## config.mk

```make
export PLATFORM = sky130hd
export DESIGN_NAME = alu_issue_unit
export DESIGN_NICKNAME = d
export VERILOG_FILES = /design/src/rtl/alu_issue_unit.sv
export SDC_FILE = /design/constraint.sdc
export NUM_CORES = 1
export LEC_CHECK = 0
export CAP_MARGIN = 20
export CORE_UTILIZATION = 55
export CTS_BUF_LIST = sky130_fd_sc_hd__clkbuf_8 sky130_fd_sc_hd__clkbuf_16
export CTS_CLUSTER_DIAMETER = 40
export DETAILED_ROUTE_END_ITERATION = 8
export GPL_TIMING_DRIVEN = 0
export HOLD_SLACK_MARGIN = 0.12
export PLACE_DENSITY = 0.81
export SYNTH_ARGS = -nofsm -noshare
export SYNTH_HDL_FRONTEND = slang
export SYNTH_SLANG_ARGS = --single-unit
```

## constraint.sdc

```tcl
create_clock -name clk -period 5.05 [get_ports clk]
set_clock_uncertainty 0.1 [all_clocks]
set_input_delay 1.2625 -clock clk [delete_from_list [all_inputs] [get_ports clk]]
set_output_delay 1.2625 -clock clk [all_outputs]
set_load 0.01 [all_outputs]
```

## src/rtl/alu_issue_unit.sv

```systemverilog
// alu_issue_unit: FIFO-buffered issue stage wrapping the combinational ALU_2bit.
// Ports: req_* (in, valid/ready), alu_* (to/from ALU), rsp_* (out, valid/ready).
// Optional `ALU_ISSUE_STATS_EN adds stat_ops/stat_flags saturating counters.
module alu_issue_unit #(
    parameter int FIFO_DEPTH = 4
) (
    input  logic       clk,
    input  logic       rst_n,
    input  logic       req_valid,
    output logic       req_ready,
    input  logic [1:0] req_opc,
    input  logic [1:0] req_a,
    input  logic [1:0] req_b,
    output logic [1:0] alu_a,
    output logic [1:0] alu_b,
    output logic       alu_op,
    output logic [4:0] functop,
    input  logic [1:0] alu_result,
    input  logic       alu_carry_out,
    input  logic       alu_borrow_out,
    output logic       rsp_valid,
    input  logic       rsp_ready,
    output logic [1:0] rsp_opc,
    output logic [1:0] rsp_result,
    output logic       rsp_carry,
    output logic       rsp_borrow
`ifdef ALU_ISSUE_STATS_EN
    ,
    output logic [7:0] stat_ops,
    output logic [7:0] stat_flags
`endif
);

    localparam int AW = (FIFO_DEPTH > 1) ? $clog2(FIFO_DEPTH) : 1;
    localparam logic [AW:0] FULL_CNT = (AW+1)'(FIFO_DEPTH);

    localparam logic [1:0] OPC_ADD = 2'b00;
    localparam logic [1:0] OPC_SUB = 2'b01;
    localparam logic [1:0] OPC_AND = 2'b10;
    localparam logic [1:0] OPC_OR  = 2'b11;

    typedef enum logic [1:0] {
        S_IDLE,
        S_DRIVE,
        S_RESP
    } state_t;

    function automatic logic [4:0] decode(input logic [1:0] opc);
        logic [4:0] f;
        f = 5'b00000;
        unique case (1'b1)
            (opc == OPC_ADD): f = 5'b01000;
            (opc == OPC_SUB): f = 5'b00100;
            (opc == OPC_AND): f = 5'b00000;
            (opc == OPC_OR):  f = 5'b11000;
            default:          f = 5'b00000;
        endcase
        return f;
    endfunction

    // Request FIFO: entry = {opc, a, b}
    logic [5:0]    mem_q [FIFO_DEPTH];
    logic [AW-1:0] wr_ptr_q, rd_ptr_q;
    logic [AW:0]   cnt_q;
    logic          fifo_full, fifo_empty;
    logic          push, pop;
    logic [5:0]    head;

    assign fifo_full  = (cnt_q == FULL_CNT);
    assign fifo_empty = (cnt_q == '0);
    // Readiness is based on the registered count only: no pass-through when full.
    assign push       = req_valid && !fifo_full;
    assign head       = mem_q[rd_ptr_q];

    always_ff @(posedge clk) begin
        if (push) mem_q[wr_ptr_q] <= {req_opc, req_a, req_b};
    end

    always_ff @(posedge clk or negedge rst_n) begin
        if (!rst_n) begin
            wr_ptr_q <= '0;
            rd_ptr_q <= '0;
            cnt_q    <= '0;
        end else begin
            if (push) wr_ptr_q <= wr_ptr_q + 1'b1;
            if (pop)  rd_ptr_q <= rd_ptr_q + 1'b1;
            case ({push, pop})
                2'b10:   cnt_q <= cnt_q + 1'b1;
                2'b01:   cnt_q <= cnt_q - 1'b1;
                default: cnt_q <= cnt_q;
            endcase
        end
    end

    // Issue FSM
    state_t     state_q, state_d;
    logic [1:0] alu_a_q, alu_a_d, alu_b_q, alu_b_d;
    logic       alu_op_q, alu_op_d;
    logic [4:0] functop_q, functop_d;
    logic [1:0] op_q, op_d;
    logic       rsp_valid_q, rsp_valid_d;
    logic [1:0] rsp_opc_q, rsp_opc_d;
    logic [1:0] rsp_result_q, rsp_result_d;
    logic       rsp_carry_q, rsp_carry_d;
    logic       rsp_borrow_q, rsp_borrow_d;

    always_comb begin
        state_d      = state_q;
        pop          = 1'b0;
        alu_a_d      = alu_a_q;
        alu_b_d      = alu_b_q;
        alu_op_d     = alu_op_q;
        functop_d    = functop_q;
        op_d         = op_q;
        rsp_valid_d  = rsp_valid_q;
        rsp_opc_d    = rsp_opc_q;
        rsp_result_d = rsp_result_q;
        rsp_carry_d  = rsp_carry_q;
        rsp_borrow_d = rsp_borrow_q;
        unique case (state_q)
            S_IDLE: begin
                if (!fifo_empty) begin
                    pop       = 1'b1;
                    alu_a_d   = head[3:2];
                    alu_b_d   = head[1:0];
                    functop_d = decode(head[5:4]);
                    op_d      = head[5:4];
                    alu_op_d  = 1'b1;
                    state_d   = S_DRIVE;
                end
            end
            S_DRIVE: begin
                rsp_opc_d    = op_q;
                rsp_result_d = alu_result;
                rsp_carry_d  = (op_q == OPC_ADD) && alu_carry_out;
                rsp_borrow_d = (op_q == OPC_SUB) && alu_borrow_out;
                rsp_valid_d  = 1'b1;
                alu_op_d     = 1'b0;
                functop_d    = 5'b00000;
                state_d      = S_RESP;
            end
            S_RESP: begin
                if (rsp_ready) begin
                    rsp_valid_d = 1'b0;
                    if (!fifo_empty) begin
                        pop       = 1'b1;
                        alu_a_d   = head[3:2];
                        alu_b_d   = head[1:0];
                        functop_d = decode(head[5:4]);
                        op_d      = head[5:4];
                        alu_op_d  = 1'b1;
                        state_d   = S_DRIVE;
                    end else begin
                        state_d = S_IDLE;
                    end
                end
            end
            default: state_d = S_IDLE;
        endcase
    end

    always_ff @(posedge clk or negedge rst_n) begin
        if (!rst_n) begin
            state_q      <= S_IDLE;
            alu_a_q      <= '0;
            alu_b_q      <= '0;
            alu_op_q     <= 1'b0;
            functop_q    <= '0;
            op_q         <= '0;
            rsp_valid_q  <= 1'b0;
            rsp_opc_q    <= '0;
            rsp_result_q <= '0;
            rsp_carry_q  <= 1'b0;
            rsp_borrow_q <= 1'b0;
        end else begin
            state_q      <= state_d;
            alu_a_q      <= alu_a_d;
            alu_b_q      <= alu_b_d;
            alu_op_q     <= alu_op_d;
            functop_q    <= functop_d;
            op_q         <= op_d;
            rsp_valid_q  <= rsp_valid_d;
            rsp_opc_q    <= rsp_opc_d;
            rsp_result_q <= rsp_result_d;
            rsp_carry_q  <= rsp_carry_d;
            rsp_borrow_q <= rsp_borrow_d;
        end
    end

    assign req_ready  = !fifo_full;
    assign alu_a      = alu_a_q;
    assign alu_b      = alu_b_q;
    assign alu_op     = alu_op_q;
    assign functop    = functop_q;
    assign rsp_valid  = rsp_valid_q;
    assign rsp_opc    = rsp_opc_q;
    assign rsp_result = rsp_result_q;
    assign rsp_carry  = rsp_carry_q;
    assign rsp_borrow = rsp_borrow_q;

`ifdef ALU_ISSUE_STATS_EN
    logic [7:0] stat_ops_q, stat_flags_q;
    logic       rsp_fire;

    assign rsp_fire = rsp_valid_q && rsp_ready;

    always_ff @(posedge clk or negedge rst_n) begin
        if (!rst_n) begin
            stat_ops_q   <= '0;
            stat_flags_q <= '0;
        end else if (rsp_fire) begin
            if (stat_ops_q != 8'hFF) stat_ops_q <= stat_ops_q + 1'b1;
            if ((rsp_carry_q || rsp_borrow_q) && (stat_flags_q != 8'hFF))
                stat_flags_q <= stat_flags_q + 1'b1;
        end
    end

    assign stat_ops   = stat_ops_q;
    assign stat_flags = stat_flags_q;
`endif

endmodule

```

==> flow_summary.toml <==
[run_status]
status = "finished, final reports clean"

[place]
place_area_sq_mm = 0.00247
placed_cells_incl_taps = 210
gp_congestion = 0.693
placement.setup.worst_slack_ns = 1.49
place_hpwl_microns = 2330
port_buffers = 29

[logic_synthesis]
synth-seq-cells = 50
ys_seq_area_share_pct = 65.7
post_synth.cell_area_avg_sq_um = 15.9
synth_cell_types = 31
post_synth_instance_area_sq_mm = 0.00209
synthCells = 131
synth.yosys.warnings = 0

[cells_and_area]
leading_cell_types_in_the_layout_fill_and_taps_excluded = "29 x sky130_fd_sc_hd__clkdlybuf4s50_1, 26 x sky130_fd_sc_hd__dfrtp_1, 24 x sky130_fd_sc_hd__edfxtp_1, 12 x sky130_fd_sc_hd__inv_1, 10 x sky130_fd_sc_hd__mux2_2"
final_non_filler_cells = 218
n_antenna_cell = 0
finalInstanceArea_sq_mm = 0.00256
area_delta_synth_final_pct = 22.5
fin_util_pct = 69.9
fillers = 244
final_net_count = 191
post_route_cells_drive_above_1_share_pct = 20.0
final_common_cell = "sky130_fd_sc_hd__clkdlybuf4s50_1"

[route]
1st_pass_router_iterations = 4
routed_wirelength_microns = 3210
detail_route.wl_per_cell_microns = 14.7
drt_first_iter_violations = 18
number_of_nets_with_antenna_violations_after_routing = 0
dr_total_vias = 1128
vias_per_inst = 5.17
post-route-drc-count = 0

[floorplanning]
i_o_pins = 32
fp.dieW_microns = 63.6
initial_core_util_pct = 57.0
placementRows = 22
core_area_sq_mm = 0.00366
floorplan.die.height_microns = 63.6
floorplan.die_area_sq_mm = 0.00405

[grt]
global_route.overflow_total = 0
grt_max_degree = 22
grt_first_pass_wirelength_microns = 5310
first_global_vias = 1150
grt_usage_pct = 18.3
grt_antenna_before_repair = 0

[sta]
final-setup-viol-count = 0
final.hold.worst_slack_ns = 0.386
grt_setup_unrepaired = "false"
timing.final.crit_period_ns = 3.24
finalHoldViolations = 0
clock.fmax_mhz = 309
setup_ws_ns = 1.81
totalNegativeSetupSlack_ns = 0
final.period_utilization_pct = 64.1
final-max-slew-violation-count = 0

[clock_tree]
cts_made_buffers = 5
cts_tree = "yes"
path_clk_slew_ns = 0.08
clkSinkCount = 50
ctsResizeCount = 0
cts.path.max_buffers = 2
htreeDepth = 2
post_cts.repair.setup_buffers = 0
ctsRootBufferMaster = "sky130_fd_sc_hd__clkbuf_8"
clock_insertion_delay_worst_skew_ns = 0.31
holdBufCountCts = 0

[power_and_ir_drop]
report.power.total_mw = 1.55
powerDensity_mw_per_mm2 = 604
power.static_leakage_nw = 1.04
ir_worst_vdd_mv = 0.311

[critical_path]
critPathMaxFanout = 10
timing.critical_path.to_type = "flip-flop"
setup_cp_type = "in2reg"
critical_path_required_ns = 5.18
critical_path.startpoint_type = "input pin"
worst_ep_arrival_time_ns = 3.37

[job]
drv_cap = 0

[hold_path]
worstHoldPathType = "reg2reg"
-- registers in the layout, summed over array words and instances (netlist names), 2 cells and up --
register and cells:
functop 3, alu_a 2, mem_q 24, state_q 2
wr_ptr_q 2, cnt_q 3, rsp_opc 2, alu_b 2
rsp_result 2, op_q 2, rd_ptr_q 2
-- cells by family after synthesis --
family                     count (synthesis)  synth area share (%)
DFF                                       50                  65.7
and+or+nand+nor                           22                  6.11
muxes                                     20                  14.0
buffers and inverters                     17                  4.19
adders and majority gates                  8                  5.15
AOI/OAI and AO/OA                          7                  2.16
xor gates and xnor gates                   6                  2.52
other                                      1                 0.180
-- metal layers --
metal / vias to the layer above / routed length (microns) / global-route usage (%) / share of wire [%]
met4: 0 / 44 / 6.82 / 1.4
met5: - / 0 / 0 / 0
met3: 6 / 144 / 6.70 / 4.5
li1: 531 / - / - / -
met2: 30 / 1740 / 31.6 / 54
met1: 561 / 1290 / 20.5 / 40
-- report_power, final --
part	switching (mW)	internal (mW)	leakage, nW	total [mW]
registers	0.0784	0.578	0.531	0.656
clock network	0.130	0.0957	0.0416	0.225
logic	0.294	0.370	0.469	0.664
-- final timing paths --
kind                            from        to  slack, ns  cells after the start
max                        rsp_ready  cnt_q[2]       1.81                     10
min                           alu_op    alu_op       0.39                      1
max reg2reg                 cnt_q[1]  cnt_q[2]       2.72                      9
min reg2reg                   alu_op    alu_op       0.39                      1
max in group asynchronous      rst_n  alu_a[1]       3.27                      2
min in group asynchronous      rst_n  alu_a[0]       1.14                      1
-- layout make-up --
type                            count  area (sq um)  share of cell area [%]
Sequential cell                    50          1370                    53.6
Multi-Input combinational cell     65           633                    24.8
Timing Repair Buffer               30           318                    12.4
Clock buffer                        5          68.8                    2.69
Tap cell                           48          60.1                    2.35
Buffer                              6          46.3                    1.81
Inverter                           11          41.3                    1.61
Clock inverter                      3          18.8                   0.734
-- critical path: stages --
cell                              delay [ns]
sky130_fd_sc_hd__clkdlybuf4s50_1        0.51
sky130_fd_sc_hd__nor2b_1                0.09
sky130_fd_sc_hd__nor3_2                 0.22
sky130_fd_sc_hd__buf_6                  0.21
sky130_fd_sc_hd__ha_1                   0.20
sky130_fd_sc_hd__inv_1                  0.06
sky130_fd_sc_hd__fa_1                   0.38
sky130_fd_sc_hd__xor2_1                 0.15
sky130_fd_sc_hd__nor2_1                 0.12
sky130_fd_sc_hd__xor2_1                 0.15
-- cell usage after synthesis --
library cell	n	area (sq um)
sky130_fd_sc_hd__a22o_1	1	8.76
sky130_fd_sc_hd__and2_4	1	8.76
sky130_fd_sc_hd__mux2_2	10	113
sky130_fd_sc_hd__buf_2	1	5.00
sky130_fd_sc_hd__buf_4	2	15.0
sky130_fd_sc_hd__a21oi_1	2	10.0
sky130_fd_sc_hd__a21o_2	1	8.76
sky130_fd_sc_hd__and3_1	4	25.0
sky130_fd_sc_hd__nand2b_1	2	12.5
sky130_fd_sc_hd__o21ai_0	2	10.0
sky130_fd_sc_hd__mux2_4	1	15.0
sky130_fd_sc_hd__mux2i_1	3	30.0
sky130_fd_sc_hd__nor4b_1	1	8.76
sky130_fd_sc_hd__xnor2_1	2	17.5
sky130_fd_sc_hd__inv_1	11	41.3
sky130_fd_sc_hd__nor2b_1	1	6.26
sky130_fd_sc_hd__fa_1	1	20.0
sky130_fd_sc_hd__o31ai_1	1	7.51
sky130_fd_sc_hd__clkbuf_1	1	3.75
sky130_fd_sc_hd__or3b_4	1	11.3
sky130_fd_sc_hd__xor2_1	4	35.0
sky130_fd_sc_hd__nand2_1	7	26.3
sky130_fd_sc_hd__dfrtp_1	26	651
sky130_fd_sc_hd__buf_6	2	22.5
sky130_fd_sc_hd__nor3_2	1	10.0
sky130_fd_sc_hd__mux4_2	6	135
sky130_fd_sc_hd__nor2_1	1	3.75
sky130_fd_sc_hd__nor3_1	3	15.0
sky130_fd_sc_hd__conb_1	1	3.75
sky130_fd_sc_hd__edfxtp_1	24	721
sky130_fd_sc_hd__ha_1	7	87.6
No activity file was read; power rests on OpenSTA's default activity.
==> variant (same settings) <==
Build with the macro `ALU_ISSUE_STATS_EN` defined.
--- a/src/rtl/alu_issue_unit.sv
+++ b/src/rtl/alu_issue_unit.sv
@@ -3,2 +3,4 @@
 // Optional `ALU_ISSUE_STATS_EN adds stat_ops/stat_flags saturating counters.
+`define ALU_ISSUE_STATS_EN
+
 module alu_issue_unit #(
Check against the original RTL (old outputs only; new: stat_flags and stat_ops): equivalent (Yosys induction, for registers that start in step).
==> variant against the original RTL <==
  * Worst setup slack improved by 210 ps
  * Die area rose by 38%
  * Design area rose by 43%
  * Routed wire length rose by 53%
  * Power rose by 42%
  * Non-clock buffer count rose by 17
  * Critical path type is now flip-flop to output port
  * Sequential cell count rose by 16
  * Sequential share of layout area fell by 5.3 points
  * Synthesized area rose by 40%
==> variant: results (changes against the original RTL) <==
* Clk tree area frac at 5.69% (was 3.42%)
* Metal3 WL at 232 um (was 144 um)
* P&R area growth vs syn at 25.9% (was 22.5%)
* Int Pwr at 1500 uW (was 1040 uW)
* Multi-In Gates at 118 (was 65)
* CP delay by family, top: buffers and inverters (unchanged)
* GRT met1 Usage at 26.3% (was 20.5%)
* Final layout net count at 281 (was 191)
* Multiplexer share of the synthesized area at 12.0% (was 14.0%)
* Dpl cells at 316 (was 210)
* Met2 Usage GRT at 30.9% (was 31.6%)
* Fraction of area in multi-input gates at 28.9% (was 24.8%)
* Slowest stage delay, CP at 490 ps (was 510 ps)
* Adder-Cell Fraction of Synth Area at 4.55% (was 5.15%)
* Wire per inst at 14.8 um (was 14.7 um)
* Post-Synth XOR/XNOR Area at 3.61% (was 2.52%)
* Mapped Avg Cell Area at 14.6 sq um (was 15.9 sq um)
* Dpl hpwl at 3.45 mm (was 2.33 mm)
* Non-Clock Buffer Count at 53 (was 36)
* Place WS at 1800 ps (was 1490 ps)
* Final sequential cell count at 66 (was 50)
* Maximum fanout along the worst path at 6 (was 10)
* Worst skew pair latency at 330 ps (was 310 ps)
* Largest net degree at the start of global routing at 31 (was 22)
* DR vias at 1802 (was 1128)
* Buffers added on ports at 44 (was 29)
* Inserted Clock Buffers at 9 (was 5)
* M1 WL at 2.26 mm (was 1.29 mm)
* CP arrival at 1670 ps (was 3370 ps)
* Combinational power at 846 uW (was 664 uW)
* Post-synth ARST share at 63.6% (was 52.0%)
* H-tree lvl count at 3 (was 2)
* Reg power frac at 40.4% (was 42.5%)
* Nonclk inv count at 9 (was 11)
* Seq/Total Area, Yosys at 60.8% (was 65.7%)
* GRT Total Usage at 20.2% (was 18.3%)
* Synth Area in Compound Gates at 6.70% (was 2.16%)
* Clock-pin slew on the worst setup and hold paths at 70 ps
* Reg area at 0.00177 sq mm (was 0.00137 sq mm)
* Met2 WL at 2.34 mm (was 1.74 mm)
* Non-clk buf share at 13.8% (was 14.2%)
* Worst vdd ir at 0.284 mV (was 0.311 mV)
* DR iter-0 viols at 94 (was 18)
* Status: completed (unchanged)
* Fill cell count at 357 (was 244)
* Post-DP Area at 0.00346 sq mm (was 0.00247 sq mm)
* 1st-pass router iterations at 6 (was 4)
* Global-route wire length before repair at 8.03 mm (was 5.31 mm)
* Synth area leaders: dfrtp_1 (36%), edfxtp_1 (25%), mux4_2 (4.6%), mux2_2 (4.3%), ha_1 (3.9%) (was edfxtp_1 (35%), dfrtp_1 (31%), mux4_2 (6.5%), mux2_2 (5.4%), ha_1 (4.2%))
* Vias in the first global route at 1695 (was 1150)
* Path depth of the worst reg2reg path at 9 (unchanged)
* Synth top cells by count: dfrtp_1 (42), edfxtp_1 (24), mux2_2 (11), ha_1 (9), inv_1 (9) (was dfrtp_1 (26), edfxtp_1 (24), inv_1 (11), mux2_2 (10))
* Distinct cell type count after synthesis at 48 (was 31)
## variant: cell count changes after synthesis, sizes merged, moves of 3 or more
| cell | before | now |
|---|---|---|
| mux2 | 11 | 16 |
| xnor2 | 2 | 5 |
| xor2 | 4 | 7 |
| a22o | 1 | 5 |
| nand4 | 0 | 3 |
| and3 | 4 | 7 |
| nor3 | 4 | 7 |
| nand3 | 0 | 5 |
| dfrtp | 26 | 42 |
## variant: kinds of logic (layout without fill, tap and decap cells)
family | after synthesis | count (layout)
other cells | 1 | 2
fa+ha+maj | 10 | 10
buf+inv | 17 | 78
compound gates | 26 | 26
flops | 66 | 66
simple gates | 43 | 43
mux | 25 | 25
xor+xnor | 12 | 12
## variant: final timing paths
check | start | end | slack, ps
max in group asynchronous | rst_n | rsp_carry | 3650
hold / removal | alu_a[1] | alu_a[1] | 390
hold reg to reg | alu_a[1] | alu_a[1] | 390
setup / recovery | cnt_q[0] | req_ready | 2020
setup reg to reg | state_q[1] | cnt_q[2] | 2770
min in group asynchronous | rst_n | functop[4] | 720
